`src/rtl/fetch_queue_if.sv`:
```
// fetch_queue_if
//   Bundles the fetch-side and decode-side signals of the prefetch queue.
//   slave  : the queue itself (consumes fetch/decode controls, drives head/status)
//   master : the environment (fetch stage and decode stage)
// Signals
//   ProgCtr, InstIn, FetchValid   fetch word and its qualifier
//   Flush                         discard everything queued and in flight
//   OutReady                      decode accepts the head entry
//   OutValid, InstOut, PcOut      head entry presented to decode
//   FetchStall                    queue full, fetch must hold ProgCtr
//   Count                         current occupancy
interface fetch_queue_if #(
    parameter int DEPTH = 4,
    parameter int IW    = 9,
    parameter int AW    = 10
);
    localparam int CW = $clog2(DEPTH) + 1;

    logic [AW-1:0] ProgCtr;
    logic [IW-1:0] InstIn;
    logic          FetchValid;
    logic          Flush;
    logic          OutReady;
    logic          OutValid;
    logic [IW-1:0] InstOut;
    logic [AW-1:0] PcOut;
    logic          FetchStall;
    logic [CW-1:0] Count;

    modport slave (
        input  ProgCtr, InstIn, FetchValid, Flush, OutReady,
        output OutValid, InstOut, PcOut, FetchStall, Count
    );

    modport master (
        output ProgCtr, InstIn, FetchValid, Flush, OutReady,
        input  OutValid, InstOut, PcOut, FetchStall, Count
    );
endinterface

```
`src/rtl/fetch_queue.sv`:
```
// fetch_queue
//   Prefetch buffer between instruction memory and decode. Queues
//   {PC, instruction} pairs in a DEPTH-entry circular FIFO, presents the
//   oldest pair over a valid/ready handshake and stalls fetch when full.
// Ports
//   Clk    clock, all state changes on posedge
//   Reset  asynchronous active-low reset
//   bus    fetch_queue_if.slave (fetch inputs, decode handshake, status)
module fetch_queue #(
    parameter int DEPTH = 4,
    parameter int IW    = 9,
    parameter int AW    = 10
) (
    input  logic         Clk,
    input  logic         Reset,
    fetch_queue_if.slave bus
);
    localparam int PW = $clog2(DEPTH);
    localparam int CW = PW + 1;

    logic [AW+IW-1:0] mem [DEPTH];
    logic [PW-1:0]    wr_ptr;
    logic [PW-1:0]    rd_ptr;
    logic [CW-1:0]    count;
    logic             full;
    logic             enq;
    logic             deq;

    // Status comes from registered state only, so FetchStall never sees OutReady.
    assign full           = (count == CW'(DEPTH));
    assign bus.OutValid   = (count != '0);
    assign bus.FetchStall = full;
    assign bus.Count      = count;
    assign {bus.PcOut, bus.InstOut} = mem[rd_ptr];

    assign enq = bus.FetchValid & ~full & ~bus.Flush;
    assign deq = bus.OutValid & bus.OutReady & ~bus.Flush;

    always_ff @(posedge Clk or negedge Reset) begin
        if (!Reset) begin
            wr_ptr <= '0;
            rd_ptr <= '0;
            count  <= '0;
            for (int unsigned i = 0; i < DEPTH; i++) begin
                mem[i] <= '0;
            end
        end else if (bus.Flush) begin
            wr_ptr <= '0;
            rd_ptr <= '0;
            count  <= '0;
        end else begin
            if (enq) begin
                mem[wr_ptr] <= {bus.ProgCtr, bus.InstIn};
                wr_ptr      <= wr_ptr + 1'b1;
            end
            if (deq) begin
                rd_ptr <= rd_ptr + 1'b1;
            end
            count <= count + CW'(enq) - CW'(deq);
        end
    end

    a_count_bound : assert property (@(posedge Clk) disable iff (!Reset)
        count <= CW'(DEPTH));
    a_no_enq_full : assert property (@(posedge Clk) disable iff (!Reset)
        !(enq && full));
    a_no_deq_empty : assert property (@(posedge Clk) disable iff (!Reset)
        !(deq && count == '0));
endmodule
```
`src/flat_wrapper.sv`:
```
// flat-port wrapper written by rule: the top's interface ports become plain ports
module fetch_queue_flat 
#(
    parameter int DEPTH = 4,
    parameter int IW    = 9,
    parameter int AW    = 10
)
  (Clk, Reset, bus_ProgCtr, bus_InstIn, bus_FetchValid, bus_Flush, bus_OutReady, bus_OutValid, bus_InstOut, bus_PcOut, bus_FetchStall, bus_Count);
  fetch_queue_if #(.DEPTH(DEPTH), .IW(IW), .AW(AW)) bus_i ();
  input  logic Clk;
  input  logic Reset;
  input wire logic [$bits(bus_i.ProgCtr)-1:0] bus_ProgCtr;
  input wire logic [$bits(bus_i.InstIn)-1:0] bus_InstIn;
  input wire logic [$bits(bus_i.FetchValid)-1:0] bus_FetchValid;
  input wire logic [$bits(bus_i.Flush)-1:0] bus_Flush;
  input wire logic [$bits(bus_i.OutReady)-1:0] bus_OutReady;
  output wire logic [$bits(bus_i.OutValid)-1:0] bus_OutValid;
  output wire logic [$bits(bus_i.InstOut)-1:0] bus_InstOut;
  output wire logic [$bits(bus_i.PcOut)-1:0] bus_PcOut;
  output wire logic [$bits(bus_i.FetchStall)-1:0] bus_FetchStall;
  output wire logic [$bits(bus_i.Count)-1:0] bus_Count;
  assign bus_i.ProgCtr = bus_ProgCtr;
  assign bus_i.InstIn = bus_InstIn;
  assign bus_i.FetchValid = bus_FetchValid;
  assign bus_i.Flush = bus_Flush;
  assign bus_i.OutReady = bus_OutReady;
  assign bus_OutValid = bus_i.OutValid;
  assign bus_InstOut = bus_i.InstOut;
  assign bus_PcOut = bus_i.PcOut;
  assign bus_FetchStall = bus_i.FetchStall;
  assign bus_Count = bus_i.Count;
  fetch_queue #(.DEPTH(DEPTH), .IW(IW), .AW(AW)) u_core (.Clk(Clk), .Reset(Reset), .bus(bus_i));
endmodule
```
`config.mk`:
```
export PLATFORM = sky130hd
export DESIGN_NAME = fetch_queue_flat
export DESIGN_NICKNAME = d
export VERILOG_FILES = /design/src/rtl/fetch_queue_if.sv /design/src/rtl/fetch_queue.sv /design/src/flat_wrapper.sv
export SDC_FILE = /design/constraint.sdc
export NUM_CORES = 1
export LEC_CHECK = 0
export CORE_UTILIZATION = 45
export DETAILED_ROUTE_END_ITERATION = 7
export MAX_ROUTING_LAYER = met4
export PLACE_DENSITY = 0.74
export SLEW_MARGIN = 15
export SYNTH_ARGS = -nofsm -noshare
export SYNTH_HDL_FRONTEND = slang
export SYNTH_SLANG_ARGS = --single-unit
```
`constraint.sdc`:
```
create_clock -name Clk -period 2.7 [get_ports Clk]
set_input_delay 0.54 -clock Clk [delete_from_list [all_inputs] [get_ports Clk]]
set_output_delay 0.54 -clock Clk [all_outputs]
set_load 0.01 [all_outputs]
```
# Yosys cells after proc, flatten, opt, wreduce, memory -nomap -nowiden
# Cells that the tools add are included.
[word_totals] word_cells=39 ff_bits=83
[op_classes] n_bitwise=8 order_cmp=3 n_addsub=4 n_reduce_logical=5 eq_ne=1 n_mux=11
[ops] operator="76-bit bitwise mux" n=1
[ops] operator="19-bit 2-to-1 mux" n=3
[ops] operator="19-bit binary-select mux with 2-bit select" n=1
[ops] operator="19-bit demux with 2-bit select" n=1
[ops] operator="2-bit 2-to-1 mux" n=4
[ops] operator="3-bit greater-or-equal comparator (second input constant)" n=2
[ops] operator="2-bit inverter with 3-bit output" n=2
[ops] operator="2-bit by 1-bit adder with 2-bit output (second input constant)" n=2
[ops] operator="1-bit bitwise AND" n=4
[ops] operator="2-bit nonzero test" n=2
[ops] operator="3-bit by 1-bit adder with 3-bit output" n=1
[ops] operator="3-bit equality test (second input constant)" n=1
[ops] operator="3-bit by 1-bit < comparator with 1-bit output (second input constant)" n=1
[ops] operator="3-bit 2-to-1 mux" n=1
[ops] operator="3-bit nonzero test" n=1
[ops] operator="3-bit by 1-bit subtractor with 3-bit output" n=1
[ops] operator="1-bit inverter" n=2
[ops] operator="2-bit AND reduction" n=1
[ops] operator="1-bit logical AND" n=1

# Logic depth before layout (Yosys ltp)
[depth] depth_word=7 depth_mapped=9 depth_no_buf=9

# Worst setup path after synthesis
# No wires, ideal clock.
[synth_timing] kind="register to register" from="register u_core.count[1], in the netlist u_core.bus.Count[1]" to="register u_core.count[2], in the netlist u_core.bus.Count[2]" path_slack_ps=618 stages_incl_launch_ff=10 arrival_time_ps=1951 t_required_ps=2569 n_path_buf=0 path_cell_list="dfrtp_1 > o31ai_1 > nor2_1 > ha_1 > inv_1 > ha_1 > inv_1 > fa_1 > xnor2_1 > nor2_1"
[synth_between] elab_chain_cells=7 word_cells_on_any_way=10 cone_classes="2 x add/sub; 1 x eq/ne; 1 x mux; 5 x bitwise; 1 x reduce/logical"
[synth_lines] item="from (decl)" line_no="fetch_queue.sv:24" source="logic [CW-1:0] count;"
[synth_lines] item="from (signal assigned)" line_no="fetch_queue.sv:59" source="count <= count + CW'(enq) - CW'(deq);"
[synth_lines] item="3-bit equality test" line_no="fetch_queue.sv:30" source="assign full = (count == CW'(DEPTH));"
[synth_lines] item="1-bit inverter" line_no="fetch_queue.sv:36" source="assign enq = bus.FetchValid & ~full & ~bus.Flush;"
[synth_lines] item="1-bit bitwise AND (2 in series)" line_no="fetch_queue.sv:36"
[synth_lines] item="3-bit by 1-bit adder with 3-bit output" line_no="fetch_queue.sv:59"
[synth_lines] item="3-bit by 1-bit subtractor with 3-bit output (*)" line_no="fetch_queue.sv:59"
[synth_lines] item="3-bit 2-to-1 mux (*)" line_no="fetch_queue.sv:47" source="end else if (bus.Flush) begin"
# Mark *: on every way between the ends. The rest lies on a longest branch, timed or not.
# A chain may end at the register's enable or synchronous reset.

# Final worst setup path
[layout_timing] from="register u_core.rd_ptr[0]" to="output port bus_InstOut[0]"
[layout_between] elab_chain_cells=4
[layout_lines] item="from (decl)" line_no="fetch_queue.sv:23" source="logic [PW-1:0] rd_ptr;"
[layout_lines] item="from (signal assigned)" line_no="fetch_queue.sv:57" source="rd_ptr <= rd_ptr + 1'b1;"
[layout_lines] item="2-bit inverter with 3-bit output (not written as such)" line_no="fetch_queue.sv:34" source="assign {bus.PcOut, bus.InstOut} = mem[rd_ptr];"
[layout_lines] item="19-bit binary-select mux with 2-bit select" line_no="fetch_queue.sv:34"
[layout_lines] item="19-bit 2-to-1 mux (not written as such) (2 in series)" line_no="fetch_queue.sv:34"
[layout_lines] item="to (decl)" line_no="flat_wrapper.sv:18" source="output wire logic [$bits(bus_i.InstOut)-1:0] bus_InstOut;"
# Every way passes these cells. The select of a mux whose other input is x is not followed.

==> results.toml <==
[status]
status = "complete, no violations"

[clock_network]
root_buffer = "clkbuf_8"
cts_setup_buffers = 0
cts_sinks = 83
htreeDepth = 3
cts_tree = "done"
clk_pin_slew_ps = 70
cts_inserted_buffers = 9
cts_buffer_depth = 2
clk-insertion-delay-late_ps = 340
hold_buffers = 0

[run]
cap_violations = 0

[min_path]
hp-class = "in -> async"

[setup_path]
crit_fanout = 12
cp-end-kind = "primary output"
worst_ep_arrival_time_ps = 2020
r2r_start = "u_core.bus.Count[1]$_DFF_PN0_"
worst_r2r_path_depth = 9
r2r-end = "u_core.bus.Count[2]$_DFF_PN0_"
crit_type = "reg -> out"
worst-endpoint-required_ps = 2160
start_kind = "register"
r2r_slack_ps = 560

[synthesis]
synth_top_cell_by_area = "dfrtp_1"
synth.distinct_cells = 25
synth.top_cells.by_area = "dfrtp_1 55%, mux2_2 22%, mux4_2 11%, ha_1 2.0%, buf_6 1.8%"
ys.flop_type = "dfrtp_1"
synthesis.area_um2 = 3800
yosys-top-cells-count = "83 x dfrtp_1, 75 x mux2_2, 19 x mux4_2"
yosys_warnings = 0
synth.yosys.seq_area_share_pct = 54.7
avgSynthCellArea_um2 = 16.5
synth_edf_count = 0
async_flop_share_pct = 100
ys_ff_latch = 83
yosysMostFrequentCell = "dfrtp_1"
synth_top_area_share_pct = 54.7
syn_inst = 230
synth_nets = 261

[timing]
fin_ws_ps = 136
setup_violations = 0
fmax_mhz = 390
fin_crit_sh_pct = 95.0
rsz0062_at_grt = "false"
setup_tns_ps = 0
slew_headroom_pct = 68.1
worst_slew_pin_slew_ps = 477
hold_violations = 0
fin_skew_ps = 5.62
slew_viol_final = 0
post-route-min-period_ps = 2560

[power_and_ir_drop]
power.switching_uw = 1310
cellInternalPower_uw = 3360
switching_share_pct = 28.0
pwr-share-clk_pct = 16.0
vdd_drop_max_v = 0.000399
power_density_nw_per_um2 = 1020
combPwrFrac_pct = 39.8
leakagePower_uw = 0.00196
p_seq_share_pct = 44.1

[routing]
drcViolationCount = 0
dr.first_iter.drc_count = 74
post_drt_wl_per_cell_um = 17.1
drt_pass1_iterations = 4
wl_um = 6780
vias = 2084
detail-route-antenna-nets = 0
via_per_inst = 5.26

[global_routing]
overflow = 0
track_usage_pct = 18.4
grt_pass1_wl_um = 11700
grt_max_degree = 57
grt_pass1_vias = 2298
grt_antenna_before_repair = 0

[floorplanning]
fp.dieW_um = 93.9
num_rows = 33
die_h_um = 93.9
die-area_um2 = 8810
core-area_um2 = 8180
initial_core_util_pct = 46.4
top_level_ports = 48

[place]
hpwlAfterDp_um = 4590
io_buffers = 47
place_ws_ps = 309
place.gp.congestion = 0.717

[layout]
finish.net_count = 318
layout-drive-gt1-share_pct = 44.3
num_antenna_cells = 0
area_growth_pct = 21.0
## logic make-up (layout without fill, tap and decap cells)
| group | count (synthesis) | after routing | share of synthesized area [%] |
|---|---|---|---|
| AOI/OAI and AO/OA | 4 | 4 | 0.692 |
| adders and majority gates | 7 | 7 | 2.50 |
| buffers and inverters | 19 | 80 | 3.99 |
| DFF | 83 | 83 | 54.7 |
| and+or+nand+nor | 17 | 17 | 3.03 |
| muxes | 96 | 96 | 34.2 |
| xor gates and xnor gates | 4 | 4 | 0.923 |
## stage by stage
stage	power [uW]	area (um2)	hold slack [ps]	std cells	utilization [%]
after floorplan	3170	3800	244	230	-
after global placement	3920	4430	484	381	54.2
after detailed placement	3980	4430	486	381	54.2
after CTS	4750	4590	107	396	56.2
after global routing	4990	4590	125	396	56.2
final	4670	4590	110	396	56.2
## cell usage in the layout, fill, tap and decap left out, drive strengths merged, types with 2 or more instances in the layout
cell / netlist / routed
clkbuf: 3 / 12
nor2: 6 / 6
mux4: 19 / 19
buf: 10 / 13
or3: 2 / 2
clkinv: 0 / 3
nand2b: 2 / 2
ha: 6 / 6
clkdlybuf4s50: 0 / 46
dfrtp: 83 / 83
mux2: 76 / 76
xor2: 3 / 3
nor4b: 4 / 4
inv: 6 / 6
## layout make-up
type                       instances  area [um2]
clock buffer                      12         145
clock inverter                     3        15.0
fill                             685        3580
inverter                           6        22.5
multi-input combinational        128        1590
sequential                        83        2080
tap                              105         131
timing repair buffer              59         608
## worst max-delay path by stage
stage                             startpoint                             to  slack, ps  depth (start not counted)
6_report        u_core.rd_ptr[0]$_DFFE_PN0P_                 bus_InstOut[0]        140                          3
5_1_grt         u_core.rd_ptr[0]$_DFFE_PN0P_                   bus_PcOut[8]         50                          3
4_1_cts         u_core.rd_ptr[0]$_DFFE_PN0P_                 bus_InstOut[0]         80                          3
3_5_place_dp                    bus_OutReady  u_core.bus.Count[2]$_DFF_PN0_        310                         10
3_3_place_gp                       bus_Flush     u_core.mem[16]$_DFFE_PN0P_        360                          5
2_1_floorplan  u_core.bus.Count[1]$_DFF_PN0_  u_core.bus.Count[2]$_DFF_PN0_        620                          9
## power groups by stage
stage / sequential, uW / clock (uW) / combinational (uW)
3_3_place_gp: 2060 / 0 / 1860
5_1_grt: 2150 / 835 / 2010
4_1_cts: 2070 / 789 / 1900
2_1_floorplan: 1980 / 0 / 1190
3_5_place_dp: 2090 / 0 / 1890
6_report: 2060 / 750 / 1860
## routing by layer
metal  vias up  wire length (um)  part of all wire, %  GRT usage [%]
li1        953                 -                    -              -
met4         0                89                  1.3           6.92
met5         -                 0                    0              -
met2        30              3510                   52           28.0
met1      1094              2990                   44           24.8
met3         7               197                  2.9           3.24
## registers in the layout (all words and copies together) (netlist names)
register and count:
u_core.bus.Count 3, u_core.mem 76, u_core.rd_ptr 2, u_core.wr_ptr 2
## worst max-delay path, stage by stage, from the launching register on
cell             delay [ps]
dfrtp_2                 470
buf_12                  190
mux4_2                  510
clkdlybuf4s50_1         510
## repair_timing
| item | 4_1_cts | 5_1_grt |
|---|---|---|
| hold endpoints to repair | 0 | 0 |
| setup endpoints to repair | 6 | 0 |
| resized for setup | 1 | 0 |
(Power assumes the default switching activity.)
==> RTL change: new RTL, same flow settings <==
`DEPTH` is set to 4 in 3 places; all go to 8.
--- a/src/rtl/fetch_queue_if.sv
+++ b/src/rtl/fetch_queue_if.sv
@@ -10,7 +10,7 @@
 //   FetchStall                    queue full, fetch must hold ProgCtr
 //   Count                         current occupancy
 interface fetch_queue_if #(
-    parameter int DEPTH = 4,
+    parameter int DEPTH = 8,
     parameter int IW    = 9,
     parameter int AW    = 10
 );
--- a/src/rtl/fetch_queue.sv
+++ b/src/rtl/fetch_queue.sv
@@ -7,7 +7,7 @@
 //   Reset  asynchronous active-low reset
 //   bus    fetch_queue_if.slave (fetch inputs, decode handshake, status)
 module fetch_queue #(
-    parameter int DEPTH = 4,
+    parameter int DEPTH = 8,
     parameter int IW    = 9,
     parameter int AW    = 10
 ) (
--- a/src/flat_wrapper.sv
+++ b/src/flat_wrapper.sv
@@ -1,7 +1,7 @@
 // flat-port wrapper written by rule: the top's interface ports become plain ports
 module fetch_queue_flat 
 #(
-    parameter int DEPTH = 4,
+    parameter int DEPTH = 8,
     parameter int IW    = 9,
     parameter int AW    = 10
 )
Interface: changed (resized bus_Count); port bits go from 48 to 49. The function was not compared with the original's and may differ.
==> RTL change against the unedited design <==
- worst setup slack got worse by 83 ps
- wire length rose by 130%
- utilization shrank 0.85 points
- sequential cell count is 79 higher
- hold slack got worse by 100 ps
- area after synthesis rose by 100%
- count of clock-buffer cells in the layout is 6 higher
- power increased by 84%
- final area up 99%
- critical path type unchanged
- largest cell class unchanged
==> RTL change: results <==
{
  "synth.top_cells.by_count": "dfrtp_1, mux2_2, mux4_2, inv_1",
  "path_delay_family": "multiplexers",
  "worstSkewPairLatency_ps": 430,
  "wl_per_cell_um": 20.26,
  "place_area_um2": 8406,
  "dpl.hpwl_um": 9756,
  "seq_area_frac_synth": 0.5347,
  "cp.arrival_ps": 2110,
  "fin_skew_ps": 7.600,
  "synthDistinctLibCells": 36,
  "port_buffers": 48,
  "place_congestion": 0.7644,
  "routed_via_density": 5.484,
  "dp.cells": 729,
  "largest_register_ffs": 152,
  "cts_buffers": 17,
  "worst_slew_pin_slew_ps": 403.5,
  "crit_buf_inv": 3,
  "status": "complete, no violations",
  "cts-root-buf": "clkbuf_16",
  "grt_pass1_wl_um": 25900,
  "synth.avg_cell_area_um2": 16.38,
  "synthTopCellsByArea": "dfrtp_1, mux2_2, mux4_2",
  "fillCellCount": 1263,
  "vdd_drop_max_mv": 0.5516,
  "p_int_mw": 6.216
}
-- RTL change: metal layers --
metal | track usage | part of all wire
met5 | - | 0
met4 | 0.06395 | 0.018
met3 | 0.04421 | 0.028
met2 | 0.3210 | 0.50
met1 | 0.2632 | 0.45
-- RTL change: cells by family (layout without fill, tap and decap cells) --
| logic type | Yosys count | after routing | share of synthesized area |
|---|---|---|---|
| xor gates and xnor gates | 1 | 1 | 0.001155 |
| and+or+nand+nor | 31 | 31 | 0.03119 |
| AOI/OAI and AO/OA | 10 | 10 | 0.006931 |
| adders and majority gates | 9 | 9 | 0.01584 |
| muxes | 212 | 212 | 0.3752 |
| buffers and inverters | 38 | 123 | 0.03498 |
| DFF | 162 | 162 | 0.5347 |
-- RTL change: timing repair --
action,in CTS,in global routing
gates cloned,3,0
setup buffers,5,1
setup endpoints to repair,20,3
resized for setup,99,3
-- RTL change: power groups by stage --
| stage | logic, mW | clock network, mW | registers [mW] |
|---|---|---|---|
| final | 2.82 | 2.42 | 3.33 |
| after global routing | 3.04 | 2.57 | 3.40 |
| after CTS | 2.84 | 2.47 | 3.33 |
| after detailed placement | 2.70 | 0 | 3.37 |
| after global placement | 2.63 | 0 | 3.31 |
| after floorplan | 1.75 | 0 | 3.25 |
-- RTL change: path summary, 6_finish.rpt --
check	startpoint	to	slack [ps]	cells after the start
worst min register to register	u_core.mem[11]	u_core.mem[11]	490	1
worst max-delay path	u_core.rd_ptr[0]	bus_PcOut[1]	50	5
max in group asynchronous	Reset	u_core.mem[102]	1960	2
worst min-delay path	Reset	u_core.mem[6]	7	1
min in group Clk	u_core.mem[11]	u_core.mem[11]	490	1
worst max register to register	u_core.bus.Count[2]	u_core.bus.Count[3]	450	10
-- RTL change: final cells by class --
cell class | instances | area (µm²) | share of cell area
clock buffers | 18 | 429.2 | 0.04692
clock inverters | 12 | 157.7 | 0.01724
inverters | 10 | 45.04 | 0.004925
multi-input cells | 263 | 3306 | 0.3614
flip-flops and latches | 162 | 4055 | 0.4434
well taps | 220 | 275.3 | 0.03010
repair buffers | 83 | 878.3 | 0.09603
